==> src/rtl/csi2_pkt_parser.sv <==
// CSI-2 lane byte-stream packet parser: header, payload and CRC extraction. All outputs are registered
// (1-cycle latency) except reset_align_o. No backpressure; valid_i dropping mid-packet aborts the packet.
module csi2_pkt_parser #(
  parameter logic [15:0] WC_LIMIT = 16'd4096
) (
  input  logic        clk_i,
  input  logic        rst_i,
  input  logic        valid_i,
  input  logic [7:0]  byte_i,
  output logic        reset_align_o,
  output logic        hdr_valid_o,
  output logic [1:0]  vc_o,
  output logic [5:0]  dt_o,
  output logic [15:0] wc_o,
  output logic [7:0]  ecc_o,
  output logic        short_pkt_o,
  output logic [7:0]  data_o,
  output logic        data_valid_o,
  output logic        data_last_o,
  output logic [15:0] crc_o,
  output logic        crc_valid_o,
  output logic        pkt_err_o
);

  typedef enum logic [2:0] {
    S_IDLE,
    S_HDR,
    S_PAYLOAD,
    S_CRC,
    S_END,
    S_DRAIN
  } state_t;

  state_t      r_state;
  state_t      w_state_nxt;
  logic [15:0] r_cnt;
  logic [15:0] w_cnt_nxt;
  logic [7:0]  r_di;
  logic [7:0]  r_wc_lo;
  logic [7:0]  r_wc_hi;
  logic [7:0]  r_crc_lo;
  logic        w_hdr_done;
  logic        w_beat;
  logic        w_crc_done;
  logic        w_err;
  logic [15:0] w_wc;
  logic        w_short;

  assign w_wc    = {r_wc_hi, r_wc_lo};
  assign w_short = (r_di[5:0] < 6'h10);

  always_ff @(posedge clk_i) begin
    if (rst_i) begin
      r_state <= S_IDLE;
      r_cnt   <= 16'd0;
    end else begin
      r_state <= w_state_nxt;
      r_cnt   <= w_cnt_nxt;
    end
  end

  // r_cnt is the header byte index in HDR, the remaining payload bytes in PAYLOAD, the CRC byte index in CRC.
  always_comb begin
    w_state_nxt   = r_state;
    w_cnt_nxt     = r_cnt;
    w_hdr_done    = 1'b0;
    w_beat        = 1'b0;
    w_crc_done    = 1'b0;
    w_err         = 1'b0;
    reset_align_o = 1'b0;
    case (r_state)
      S_IDLE: begin
        if (valid_i) begin
          w_state_nxt = S_HDR;
          w_cnt_nxt   = 16'd1;
        end
      end
      S_HDR: begin
        if (!valid_i) begin
          w_err       = 1'b1;
          w_state_nxt = S_END;
        end else if (r_cnt == 16'd3) begin
          w_hdr_done = 1'b1;
          if (w_short) begin
            w_state_nxt = S_END;
          end else if (w_wc == 16'd0) begin
            w_state_nxt = S_CRC;
            w_cnt_nxt   = 16'd0;
          end else if (w_wc > WC_LIMIT) begin
            w_err       = 1'b1;
            w_state_nxt = S_END;
          end else begin
            w_state_nxt = S_PAYLOAD;
            w_cnt_nxt   = w_wc;
          end
        end else begin
          w_cnt_nxt = r_cnt + 16'd1;
        end
      end
      S_PAYLOAD: begin
        if (!valid_i) begin
          w_err       = 1'b1;
          w_state_nxt = S_END;
        end else begin
          w_beat    = 1'b1;
          w_cnt_nxt = r_cnt - 16'd1;
          if (r_cnt == 16'd1) begin
            w_state_nxt = S_CRC;
            w_cnt_nxt   = 16'd0;
          end
        end
      end
      S_CRC: begin
        if (!valid_i) begin
          w_err       = 1'b1;
          w_state_nxt = S_END;
        end else if (r_cnt == 16'd0) begin
          w_cnt_nxt = 16'd1;
        end else begin
          w_crc_done  = 1'b1;
          w_state_nxt = S_END;
        end
      end
      S_END: begin
        reset_align_o = 1'b1;
        w_state_nxt   = S_DRAIN;
      end
      S_DRAIN: begin
        if (!valid_i) w_state_nxt = S_IDLE;
      end
      default: w_state_nxt = S_IDLE;
    endcase
  end

  always_ff @(posedge clk_i) begin
    if (rst_i) begin
      hdr_valid_o  <= 1'b0;
      short_pkt_o  <= 1'b0;
      data_valid_o <= 1'b0;
      data_last_o  <= 1'b0;
      crc_valid_o  <= 1'b0;
      pkt_err_o    <= 1'b0;
      vc_o         <= 2'd0;
      dt_o         <= 6'd0;
      wc_o         <= 16'd0;
      ecc_o        <= 8'd0;
      data_o       <= 8'd0;
      crc_o        <= 16'd0;
      r_di         <= 8'd0;
      r_wc_lo      <= 8'd0;
      r_wc_hi      <= 8'd0;
      r_crc_lo     <= 8'd0;
    end else begin
      hdr_valid_o  <= w_hdr_done;
      short_pkt_o  <= w_hdr_done & w_short;
      data_valid_o <= w_beat;
      data_last_o  <= w_beat && (r_cnt == 16'd1);
      crc_valid_o  <= w_crc_done;
      pkt_err_o    <= w_err;
      if (r_state == S_IDLE && valid_i) r_di <= byte_i;
      if (r_state == S_HDR && valid_i && r_cnt == 16'd1) r_wc_lo <= byte_i;
      if (r_state == S_HDR && valid_i && r_cnt == 16'd2) r_wc_hi <= byte_i;
      if (w_hdr_done) begin
        vc_o  <= r_di[7:6];
        dt_o  <= r_di[5:0];
        wc_o  <= w_wc;
        ecc_o <= byte_i;
      end
      if (w_beat) data_o <= byte_i;
      if (r_state == S_CRC && valid_i && r_cnt == 16'd0) r_crc_lo <= byte_i;
      if (w_crc_done) crc_o <= {byte_i, r_crc_lo};
    end
  end

endmodule

==> config.mk <==
export PLATFORM = sky130hd
export DESIGN_NAME = csi2_pkt_parser
export DESIGN_NICKNAME = d
export VERILOG_FILES = /design/src/rtl/csi2_pkt_parser.sv
export SDC_FILE = /design/constraint.sdc
export NUM_CORES = 1
export LEC_CHECK = 0
export BUFFER_PORTS_ARGS = -buffer_cell sky130_fd_sc_hd__buf_4
export CAP_MARGIN = 30
export CORE_MARGIN = 1.5
export CORE_UTILIZATION = 57
export DETAILED_ROUTE_END_ITERATION = 8
export HOLD_SLACK_MARGIN = 0.08
export PLACE_DENSITY = 0.9
export SYNTH_ARGS = -nofsm -noshare
export SYNTH_HDL_FRONTEND = slang
export SYNTH_SLANG_ARGS = --single-unit
==> constraint.sdc <==
create_clock -name clk_i -period 2.9 [get_ports clk_i]
set_input_delay 0.145 -clock clk_i [delete_from_list [all_inputs] [get_ports clk_i]]
set_output_delay 0.145 -clock clk_i [all_outputs]
set_load 0.02 [all_outputs]
Word-level counts from Yosys, hierarchy flattened. Index checks and enable logic that the tools add are counted.

Output and inout bits: 63. Word-level logic and storage cells: 95. Register bits: 113. Bits of input ports: 11.

Reductions and logical operators: 14. Add/sub/neg operators: 2. Multiplexer cells: 39. $lt $le $gt $ge: 2. Bitwise logic cells: 1. Eq/ne operators: 19.

Operator list (number): 16-bit two-way mux (10); 16-bit case mux with 4 select lines (1); 3-bit two-way mux (11); 16-bit by 2-bit == test with 1-bit output (second input constant) (2); 16-bit logical NOT (2); 3-bit case mux with 6 select lines (1); 16-bit by 1-bit adder with 16-bit output (second input constant) (1); 16-bit by 1-bit == test with 1-bit output (second input constant) (1); 16-bit by 13-bit > comparator with 1-bit output (second input constant) (1); 16-bit by 1-bit subtractor with 16-bit output (second input constant) (1); 1-bit two-way mux (15); 2-bit != test (second input constant) (6); 3-bit != test (second input constant) (4); 8-bit AND reduction (1); 1-bit logical AND (7); 3-bit by 2-bit == test with 1-bit output (second input constant) (2); 3-bit == test (second input constant) (2); 6-bit by 5-bit < comparator with 1-bit output (second input constant) (1); 5-bit AND reduction (1); 4-bit != test (second input constant) (1); 4-bit nonzero test (1); 3-bit by 1-bit == test with 1-bit output (second input constant) (1); 3-bit logical NOT (1); 1-bit case mux with 2 select lines (1); other kinds (2) (2).

Logic depth before layout (Yosys ltp). Gate-level depths: netlist (run 1).

Depth in word-level cells: 7. Gate-level depth with buffers: 10. Mapped depth without buffers: 7.

Worst setup path before layout (run 1). Ideal clock, no wire load.

Path type: register to register. Start: reg r_cnt[0]. End: reg r_state[1]. Buffers on the path: 2. Period minus slack after synthesis: 2074 ps. Setup time: 117 ps. Stages on the path, launching flop included: 9. Arrival time: 1957 ps. Data required time: 2783 ps. Slack: 826 ps. Cell sequence: dfxtp_1 clkbuf_1 inv_1 ha_1 and3_1 buf_2 nor4_4 o21ai_1 a32o_1.

Word-level cells in the longest chain between the ends: 3. Elaborated cells on any way between the ends: 7. Those cells by class: eq/ne (5); reduce/logical (2).

Ends and longest elaborated chain: start: declaration (RTL line 36) `logic [15:0] r_cnt;`; start signal: assignment (RTL line 58) `r_cnt <= w_cnt_nxt;`; 16-bit by 1-bit == test with 1-bit output (tied with other cells) (RTL line 107) `if (r_cnt == 16'd1) begin`; 3-bit != test (no line); 5-bit AND reduction (no line) (*); end signal: assignment (RTL line 57) `r_state <= w_state_nxt;`; end: declaration (RTL line 34) `state_t r_state;`.

Mark *: on every way between the ends. The rest lies on a longest branch, timed or not. A chain may end at the register's enable or synchronous reset.

Final worst setup path (run 1).
Start: reg r_state[0]. End: reg r_cnt[13].

Word-level cells in the longest chain between the ends: 3. Elaborated cells on any way between the ends: 14. Those cells by class: eq/ne (10); mux (1); reduce/logical (3).

Ends and longest elaborated chain: 3-bit by 1-bit == test with 1-bit output (tied with other cells) (RTL line 71) `case (r_state)`; 4-bit != test (no line) (tied with other cells); 8-bit AND reduction (no line).

Parallel ways exist; a longest one is shown, timed or not.

==> results.json, run 1 <==
{
  "status": "completed",
  "muxShareOfSynthArea": 0.0797,
  "ys_ff_latch": 113,
  "synth_adder_area_share": 0.0121,
  "dp_slack_ps": 566,
  "setup.worst_path.start_class": "flip-flop",
  "slew_headroom": 0.294,
  "die_h_um": 98.1,
  "post-route-util": 0.731,
  "slew_violations": 0,
  "p_per_area_nw_per_um2": 673,
  "hold_path.class": "flip-flop to flip-flop",
  "drt-pass1-iter-count": 5,
  "cts_root_buffer": "clkbuf_8",
  "synth_xor_area_frac": 0.0204,
  "postCtsSetupBuffers": 0,
  "postLayoutSetupSlackWorst_ps": 433,
  "clockBufferDepth": 2,
  "clock_latency_ps": 520,
  "post-route-min-period_ps": 2470,
  "syn_area_per_cell_um2": 8.29,
  "path_class": "flip-flop to flip-flop",
  "place_area_um2": 5690,
  "cts_sinks": 113,
  "synthCells": 621,
  "area_growth_pct": 23.9,
  "synth_fp_nets": 637,
  "synth_top_family_by_area": "simple AND/OR/NAND/NOR gates",
  "synthFlopType": "dfxtp_1",
  "layout_common_cells": "nand2_1 (115), dfxtp_1 (113), buf_4 (81), a21oi_1 (77), nor2_1 (68)",
  "grt_first_pass_wirelength_mm": 26.8,
  "tns_ps": 0,
  "layout_commonest_cell": "nand2_1",
  "row_count": 34,
  "worst-endpoint-required_ps": 3320,
  "pin_count": 74,
  "maxCapViolations": 0,
  "grt_max_degree": 67,
  "fin_area_um2": 6380,
  "cp_slowest_cell": "dfxtp_1",
  "num-nets-final": 704,
  "initial_core_util": 0.591,
  "yosysWarningCount": 0,
  "antenna_found_initial": 0,
  "finalCritPeriodShare": 0.851,
  "synth_edf_count": 0,
  "slowest_delay_ps": 620,
  "postRouteAntennaNets": 0,
  "synth_area_um2": 5150,
  "use_met3": 0.0945,
  "rsz0062_at_grt": "false",
  "drt-total-wl_mm": 16.8,
  "skew_ps": 12.7,
  "cts_buffers": 17,
  "cts_tree": "yes",
  "drive_above_1_share": 0.184,
  "cp.arrival_ps": 2880,
  "worstPathMaxFanout": 19,
  "leakage_nw": 2.50,
  "avgViaCountPerCell": 6.50,
  "synth_seq_area_share": 0.439,
  "design.die.area_um2": 9610,
  "fmax_mhz": 405,
  "drc": 0,
  "power.total_mw": 4.29,
  "top_usage_layer": "met2",
  "vias": 5257,
  "synth_compound_area_frac": 0.169,
  "yosys.area_share.simple": 0.236,
  "worst_pin_slew_ps": 1050,
  "synthArstFlopShare": 0,
  "peakVddDrop_mv": 0.527,
  "grt_overflow": 0,
  "dpl.hpwl_mm": 9.44,
  "ys_types": 58,
  "antennaDiodeCount": 0,
  "gp_congestion": 0.990,
  "setup_viol": 0,
  "grt_use_met1": 0.411,
  "met2_usage": 0.580,
  "core_um2": 8720,
  "wl_per_cell_um": 20.8,
  "h-tree-depth": 4,
  "cp_cell_sequence": "nor2b_1 -> nand2b_1 -> nor2_2 -> a21o_1 -> nor2_1 -> o32ai_1",
  "hold_viol": 0,
  "grtUsageTotal": 0.351,
  "drtIter0Drc": 678,
  "cp-end-kind": "flip-flop",
  "grt_pass1_vias": 5230,
  "port_buffers": 73,
  "clk_pin_slew_ps": 60,
  "die_w_um": 98.1
}
report_power, final:
part           switching, mW  internal, mW  leakage [nW]
Clock                  0.818          1.28         0.282
Sequential            0.0615          1.59         0.912
Combinational          0.367         0.174          1.31
Total                   1.25          3.05          2.50
flip-flops by register name (all words and copies together), names as in the netlist, 2 cells and up:
register,count
data_o,8
vc_o,2
r_wc_hi,8
r_crc_lo,8
crc_o,16
ecc_o,8
r_cnt,16
r_state,3
r_wc_lo,8
dt_o,6
r_di,8
wc_o,16
final cells by class:
type | instances | area (um2)
Clock inverter | 13 | 149
Inverter | 5 | 18.8
Sequential cell | 113 | 2260
Clock buffer | 19 | 442
Tap cell | 108 | 135
Fill cell | 488 | 2340
Timing Repair Buffer | 91 | 708
Multi-Input combinational cell | 460 | 2660
cells by family (layout without fill, tap and decap cells):
group	Yosys count	count (layout)
flops	113	113
compound gates	146	146
xor+xnor	12	12
mux	41	41
simple gates	256	256
fa+ha+maj	5	5
buf+inv	48	128
stage by stage:
step           hold WS (ps)  instances
6_report                457        809
5_1_grt                 481        809
4_1_cts                 458        809
3_5_place_dp            450        767
3_3_place_gp            443        767
2_1_floorplan           281        621
Yosys cell counts (2+ instances only):
master	number	area share
nand2_1	115	0.084
dfxtp_1	113	0.44
a21oi_1	77	0.075
nor2_1	68	0.050
mux2i_1	41	0.080
clkbuf_1	23	0.017
o21ai_0	19	0.018
buf_2	13	0.013
nand3_1	11	0.011
nor3_1	11	0.011
and2_1	7	0.0085
nand4_1	7	0.0085
xor2_1	7	0.012
nor4_1	6	0.0073
a211oi_1	5	0.0073
a31oi_1	5	0.0061
ha_1	5	0.012
xnor2_1	5	0.0085
a32o_1	4	0.0078
buf_4	4	0.0058
inv_1	4	0.0029
nand2b_1	4	0.0049
nor2b_1	4	0.0049
nor4_4	4	0.017
o211ai_1	4	0.0058
o22ai_1	4	0.0049
a21o_1	3	0.0044
a21oi_2	3	0.0051
and3_1	3	0.0036
o21ai_1	3	0.0029
o32ai_1	3	0.0051
a221oi_1	2	0.0034
a22o_1	2	0.0034
a22oi_1	2	0.0029
and4_1	2	0.0034
buf_6	2	0.0044
nor3b_1	2	0.0029
nor4b_1	2	0.0034
o21a_1	2	0.0029
or3_1	2	0.0024
path summary, 6_finish.rpt:
kind | start | endpoint | slack (ps) | cells past startpoint
setup / recovery | r_state[0] | r_cnt[13] | 430 | 6
hold / removal | wc_o[10] | wc_o[10] | 460 | 2
setup reg to reg | r_state[0] | r_cnt[13] | 430 | 6
hold reg to reg | wc_o[10] | wc_o[10] | 460 | 2
routing by layer:
metal / up-vias / wire (um)
li1: 2297 / -
met1: 2422 / 5990
met2: 435 / 8080
met3: 103 / 1850
met4: 0 / 917
met5: - / 0
critical path: cells and delay by family (launching register included):
kind             cells  cell delay (ps)
AND/OR/NAND/NOR      4              940
flip-flops           1              620
AO/OA/AOI/OAI        2              810
timing repair:
action	CTS	global route
hold buffers	10	0
gates resized for setup	0	0
hold endpoints to repair	69	0
(Power assumes the default switching activity.)
==> inputs of run 2 (changes only) <==
--- a/config.mk
+++ b/config.mk
@@ -7,11 +7,13 @@
 export LEC_CHECK = 0
 export BUFFER_PORTS_ARGS = -buffer_cell sky130_fd_sc_hd__buf_4
 export CAP_MARGIN = 30
+export CELL_PAD_IN_SITES_DETAIL_PLACEMENT = 1
+export CELL_PAD_IN_SITES_GLOBAL_PLACEMENT = 1
 export CORE_MARGIN = 1.5
-export CORE_UTILIZATION = 57
+export CORE_UTILIZATION = 42
 export DETAILED_ROUTE_END_ITERATION = 8
 export HOLD_SLACK_MARGIN = 0.08
-export PLACE_DENSITY = 0.9
+export PLACE_DENSITY = 0.89
 export SYNTH_ARGS = -nofsm -noshare
 export SYNTH_HDL_FRONTEND = slang
 export SYNTH_SLANG_ARGS = --single-unit
==> run 2 against run 1 <==
Net effect: utilization fell by 19 points; via count fell by 2.3%; first-iteration DRC count fell by 38%; sequential share of layout area fell by 0.28 points; hold slack got worse by 360 ps; worst setup slack got worse by 360 ps; largest power group unchanged; power rose by 0.96%.
==> results.json, run 2 (synthesis results as in run 1) <==
{
  "status": "completed",
  "drt-total-wl_mm": 19.6,
  "pin_count": 74,
  "antennaDiodeCount": 0,
  "drt-pass1-iter-count": 5,
  "die_w_um": 114,
  "multiInputGateArea_um2": 2660,
  "clock_latency_ps": 420,
  "clockBufferDepth": 2,
  "hold_viol": 0,
  "peakVddDrop_mv": 0.427,
  "cts_root_buffer": "clkbuf_16",
  "drc": 0,
  "timing.rr.start": "r_cnt[2]",
  "wl_per_cell_um": 23.2,
  "slew_violations": 0,
  "dpl.hpwl_mm": 11.3,
  "path_class": "flip-flop to flip-flop",
  "worstReg2RegEnd": "r_cnt[15]",
  "design.die.area_um2": 12900,
  "worst-endpoint-required_ps": 3210,
  "initial_core_util": 0.431,
  "tns_ps": 0,
  "skew_ps": 9.26,
  "port_buffers": 73,
  "gp_congestion": 0.887,
  "reg2reg_slack_ps": 70,
  "worstPathMaxFanout": 13,
  "core_um2": 12000,
  "row_count": 40,
  "layout_commonest_cell": "nand2_1",
  "grt_overflow": 0,
  "fmax_mhz": 353,
  "grt_max_degree": 79,
  "slew_headroom": 0.299,
  "grtUsageTotal": 0.311,
  "hold_depth": 2,
  "cts_buffers": 17,
  "worst_pin_slew_ps": 1050,
  "cp-end-kind": "flip-flop",
  "p_per_area_nw_per_um2": 674,
  "avgViaCountPerCell": 6.06,
  "largestRegisters": "crc_o: 16 flops, r_cnt: 16 flops, wc_o: 16 flops",
  "cts_hold_buf": 8,
  "leakage_nw": 2.50,
  "hp-start": "rst_i",
  "cp.arrival_ps": 3140,
  "hold_path.class": "primary input to flip-flop",
  "layout_common_cells": "nand2_1 (115), dfxtp_1 (113), buf_4 (81), a21oi_1 (77), nor2_1 (68)",
  "area_growth_pct": 24.9,
  "grt_first_pass_wirelength_mm": 31.1,
  "setup_viol": 0,
  "rsz0062_at_grt": "false",
  "vias": 5136,
  "grt_pass1_vias": 5547,
  "whs_endpoint": "crc_o[11]",
  "h-tree-depth": 4,
  "num-nets-final": 704,
  "fin_hold_ws_ps": 101,
  "cts_sinks": 113,
  "postCtsSetupBuffers": 0,
  "maxCapViolations": 0,
  "finalCritPeriodShare": 0.976,
  "final-seq-area_um2": 2260,
  "drtIter0Drc": 420,
  "setup.worst_path.start_class": "flip-flop",
  "cts-resized-gates": 0,
  "cts_tree": "yes",
  "clk_pin_slew_ps": 60,
  "antenna_found_initial": 0,
  "drive_above_1_share": 0.185,
  "die_h_um": 114,
  "postRouteAntennaNets": 0,
  "fill_cells": 1387,
  "post-route-min-period_ps": 2830,
  "r2r_cells": 6
}
## run 2: cell count changes in the layout (fill, tap and decap cells not counted), sizes merged
cell         previous run  this run
dlygate4sd3            10         8
buf                    81        82
clkinv                  4         5
inv                     9         8
clkinvlp                3         4
## run 2: area by class of cell
| type | count | share of cell area |
|---|---|---|
| Multi-Input combinational cell | 460 | 0.414 |
| Sequential cell | 113 | 0.352 |
| Timing Repair Buffer | 91 | 0.111 |
| Clock buffer | 18 | 0.0667 |
| Tap cell | 147 | 0.0286 |
| Clock inverter | 14 | 0.0243 |
| Inverter | 5 | 0.00292 |
## run 2: how the worst max path moves through the flow
stage,startpoint,end,slack [ps]
detailed placement,r_cnt[2],r_cnt[8],370
global route,r_cnt[2],r_cnt[15],40
global placement,r_cnt[2],r_state[2],490
CTS,r_cnt[2],r_cnt[15],260
floorplan,r_cnt[0],r_state[1],830
finish,r_cnt[2],r_cnt[15],70
## run 2: metal layers
layer	vias up	track usage	part of all wire
li1	2299	-	-
met1	2531	0.361	0.39
met5	-	0	0
met2	241	0.546	0.51
met3	65	0.0813	0.068
met4	0	0.126	0.031
## run 2: through the flow
stage | cell area [um2] | power, mW | setup slack (ps) | util | std cells
2_1_floorplan | 5150 | 2.03 | 826 | - | 621
3_3_place_gp | 5760 | 2.18 | 489 | 0.481 | 807
3_5_place_dp | 5760 | 2.20 | 370 | 0.481 | 807
4_1_cts | 6420 | 4.32 | 256 | 0.537 | 847
5_1_grt | 6430 | 4.46 | 39.0 | 0.538 | 848
6_report | 6430 | 4.34 | 68.7 | 0.538 | 848
## run 2: power breakdown
group | internal (mW) | total [mW] | switching, mW
Combinational | 0.183 | 0.581 | 0.398
Clock | 1.28 | 2.10 | 0.827
Sequential | 1.59 | 1.65 | 0.0612
## run 2: worst max-delay path, cell delays in order (launching register included)
cell,delay [ps]
dfxtp_1,440
nor2_1,620
and4_4,490
o21ai_1,160
a21oi_2,440
nand2_1,240
o21ai_0,310
==> inputs of run 3 (changes only) <==
--- a/config.mk
+++ b/config.mk
@@ -5,7 +5,7 @@
 export SDC_FILE = /design/constraint.sdc
 export NUM_CORES = 1
 export LEC_CHECK = 0
-export BUFFER_PORTS_ARGS = -buffer_cell sky130_fd_sc_hd__buf_4
+export BUFFER_PORTS_ARGS = -buffer_cell sky130_fd_sc_hd__buf_2
 export CAP_MARGIN = 30
 export CELL_PAD_IN_SITES_DETAIL_PLACEMENT = 1
 export CELL_PAD_IN_SITES_GLOBAL_PLACEMENT = 1
==> run 3 against run 2 <==
Net effect: sequential cell count unchanged; critical path type unchanged; hold slack got worse by 7.5 ps; clock power increased by 5%; sequential share of layout area increased by 0.97 points; highest routed layer unchanged; sequential power about the same; critical path depth decreased by 1; largest power group unchanged.
==> results.json, run 3 (synthesis results as in run 1) <==
{
  "port_buffers": 73,
  "pin_count": 74,
  "core_um2": 12000,
  "hp-start": "byte_i[2]",
  "row_count": 40,
  "startpoint": "r_cnt[2]",
  "cts_buffers": 17,
  "vias": 5044,
  "hold_path.class": "primary input to flip-flop",
  "whs_endpoint": "data_o[2]",
  "fin_area_um2": 6260,
  "clk_pin_slew_ps": 50,
  "setup.worst_path.start_class": "flip-flop",
  "drt-total-wl_mm": 18.2,
  "hold_depth": 3,
  "initial_core_util": 0.431,
  "cts_sinks": 113,
  "cp.arrival_ps": 2870,
  "reg2reg_slack_ps": 300,
  "wl_per_cell_um": 21.6,
  "gp_congestion": 0.902,
  "finalCritPeriodShare": 0.898,
  "num-nets-final": 701,
  "drtIter0Drc": 346,
  "r2r_cells": 5,
  "slowest_delay_ps": 650,
  "postRouteAntennaNets": 0,
  "clockBufferDepth": 2,
  "h-tree-depth": 4,
  "cp-end-kind": "flip-flop",
  "grtUsageTotal": 0.293,
  "avgViaCountPerCell": 5.97,
  "post-route-min-period_ps": 2600,
  "worstReg2RegEnd": "r_crc_lo[5]",
  "fill_cells": 1420,
  "dp.cells": 805,
  "antennaDiodeCount": 0,
  "p_per_area_nw_per_um2": 704,
  "die_w_um": 114,
  "largestRegisters": "crc_o: 16 flops, r_cnt: 16 flops, wc_o: 16 flops",
  "grt_max_degree": 92,
  "grt_first_pass_wirelength_mm": 28.8,
  "layout_commonest_cell": "nand2_1",
  "area_growth_pct": 21.5,
  "clock_latency_ps": 430,
  "die_h_um": 114,
  "power.total_mw": 4.41,
  "status": "completed",
  "cts_tree": "yes",
  "drc": 0,
  "design.die.area_um2": 12900,
  "grt_pass1_vias": 5309,
  "worst-endpoint-required_ps": 3170,
  "path_common_cell": "nor2_1",
  "slew_headroom": 0.385,
  "cp_slowest_cell": "and3_1",
  "fmax_mhz": 384,
  "maxCapViolations": 0,
  "worst_pin_slew_ps": 923,
  "hold_viol": 0,
  "grt_overflow": 0,
  "antenna_found_initial": 0,
  "setup_viol": 0,
  "tns_ps": 0,
  "path_class": "flip-flop to flip-flop",
  "peakVddDrop_mv": 0.581,
  "drive_above_1_share": 0.185,
  "skew_ps": 8.46,
  "cp_cell_sequence": "nor2_1 -> and4_4 -> and3_1 -> mux2i_1 -> nor2_1",
  "dpl.hpwl_mm": 11.3,
  "timing.rr.start": "r_cnt[2]",
  "place_area_um2": 5560,
  "rsz0062_at_grt": "false",
  "fin_hold_ws_ps": 93.9,
  "slew_violations": 0,
  "worstPathMaxFanout": 13,
  "fin_cells": 845,
  "drt-pass1-iter-count": 4,
  "leakage_nw": 2.52,
  "layout_common_cells": "nand2_1 (115), dfxtp_1 (113), a21oi_1 (77), buf_2 (72), nor2_1 (68)",
  "cts_root_buffer": "clkbuf_16"
}
==> run 3: what timing repair did <==
action | in CTS | in global routing
endpoints found under the hold margin | 19 | 0
resized for setup | 0 | 0
buffers inserted | 0 | 0
hold buffers | 6 | 0
==> run 3: how the worst max path moves through the flow <==
stage,slack (ps),endpoint
2_1_floorplan,830,r_state[1]
3_3_place_gp,550,r_state[2]
3_5_place_dp,450,r_cnt[3]
4_1_cts,360,r_crc_lo[5]
5_1_grt,170,r_state[1]
6_report,300,r_crc_lo[5]
==> run 3: routing by layer <==
metal | part of all wire | track usage | up-vias
met3 | 0.058 | 0.0600 | 58
li1 | - | - | 2300
met4 | 0.040 | 0.173 | 0
met5 | 0 | 0 | -
met2 | 0.51 | 0.505 | 196
met1 | 0.39 | 0.335 | 2490
==> run 3: layout make-up <==
cell class,instances,area (um2),share of cell area
inverters,5,18.8,0.00300
well taps,147,184,0.0294
clock buffers,23,498,0.0796
repair buffers,88,503,0.0804
clock inverters,9,128,0.0204
flip-flops and latches,113,2260,0.362
multi-input cells,460,2660,0.426
==> run 3: metrics by stage <==
| step | setup WS [ps] | utilization |
|---|---|---|
| 2_1_floorplan | 826 | - |
| 3_3_place_gp | 549 | 0.463 |
| 3_5_place_dp | 451 | 0.465 |
| 4_1_cts | 360 | 0.522 |
| 5_1_grt | 174 | 0.523 |
| 6_report | 297 | 0.523 |
==> run 3: worst max-delay path, delay by kind of cell, from the launching register on <==
| kind | cells | cell delay [ps] |
|---|---|---|
| AND/OR/NAND/NOR | 4 | 1680 |
| flip-flops | 1 | 430 |
| multiplexers | 1 | 340 |
==> run 3: report_power, final <==
group          internal, mW  switching [mW]  total [mW]
Sequential             1.59          0.0728        1.67
Combinational         0.168           0.366       0.534
Clock                  1.46           0.746        2.21
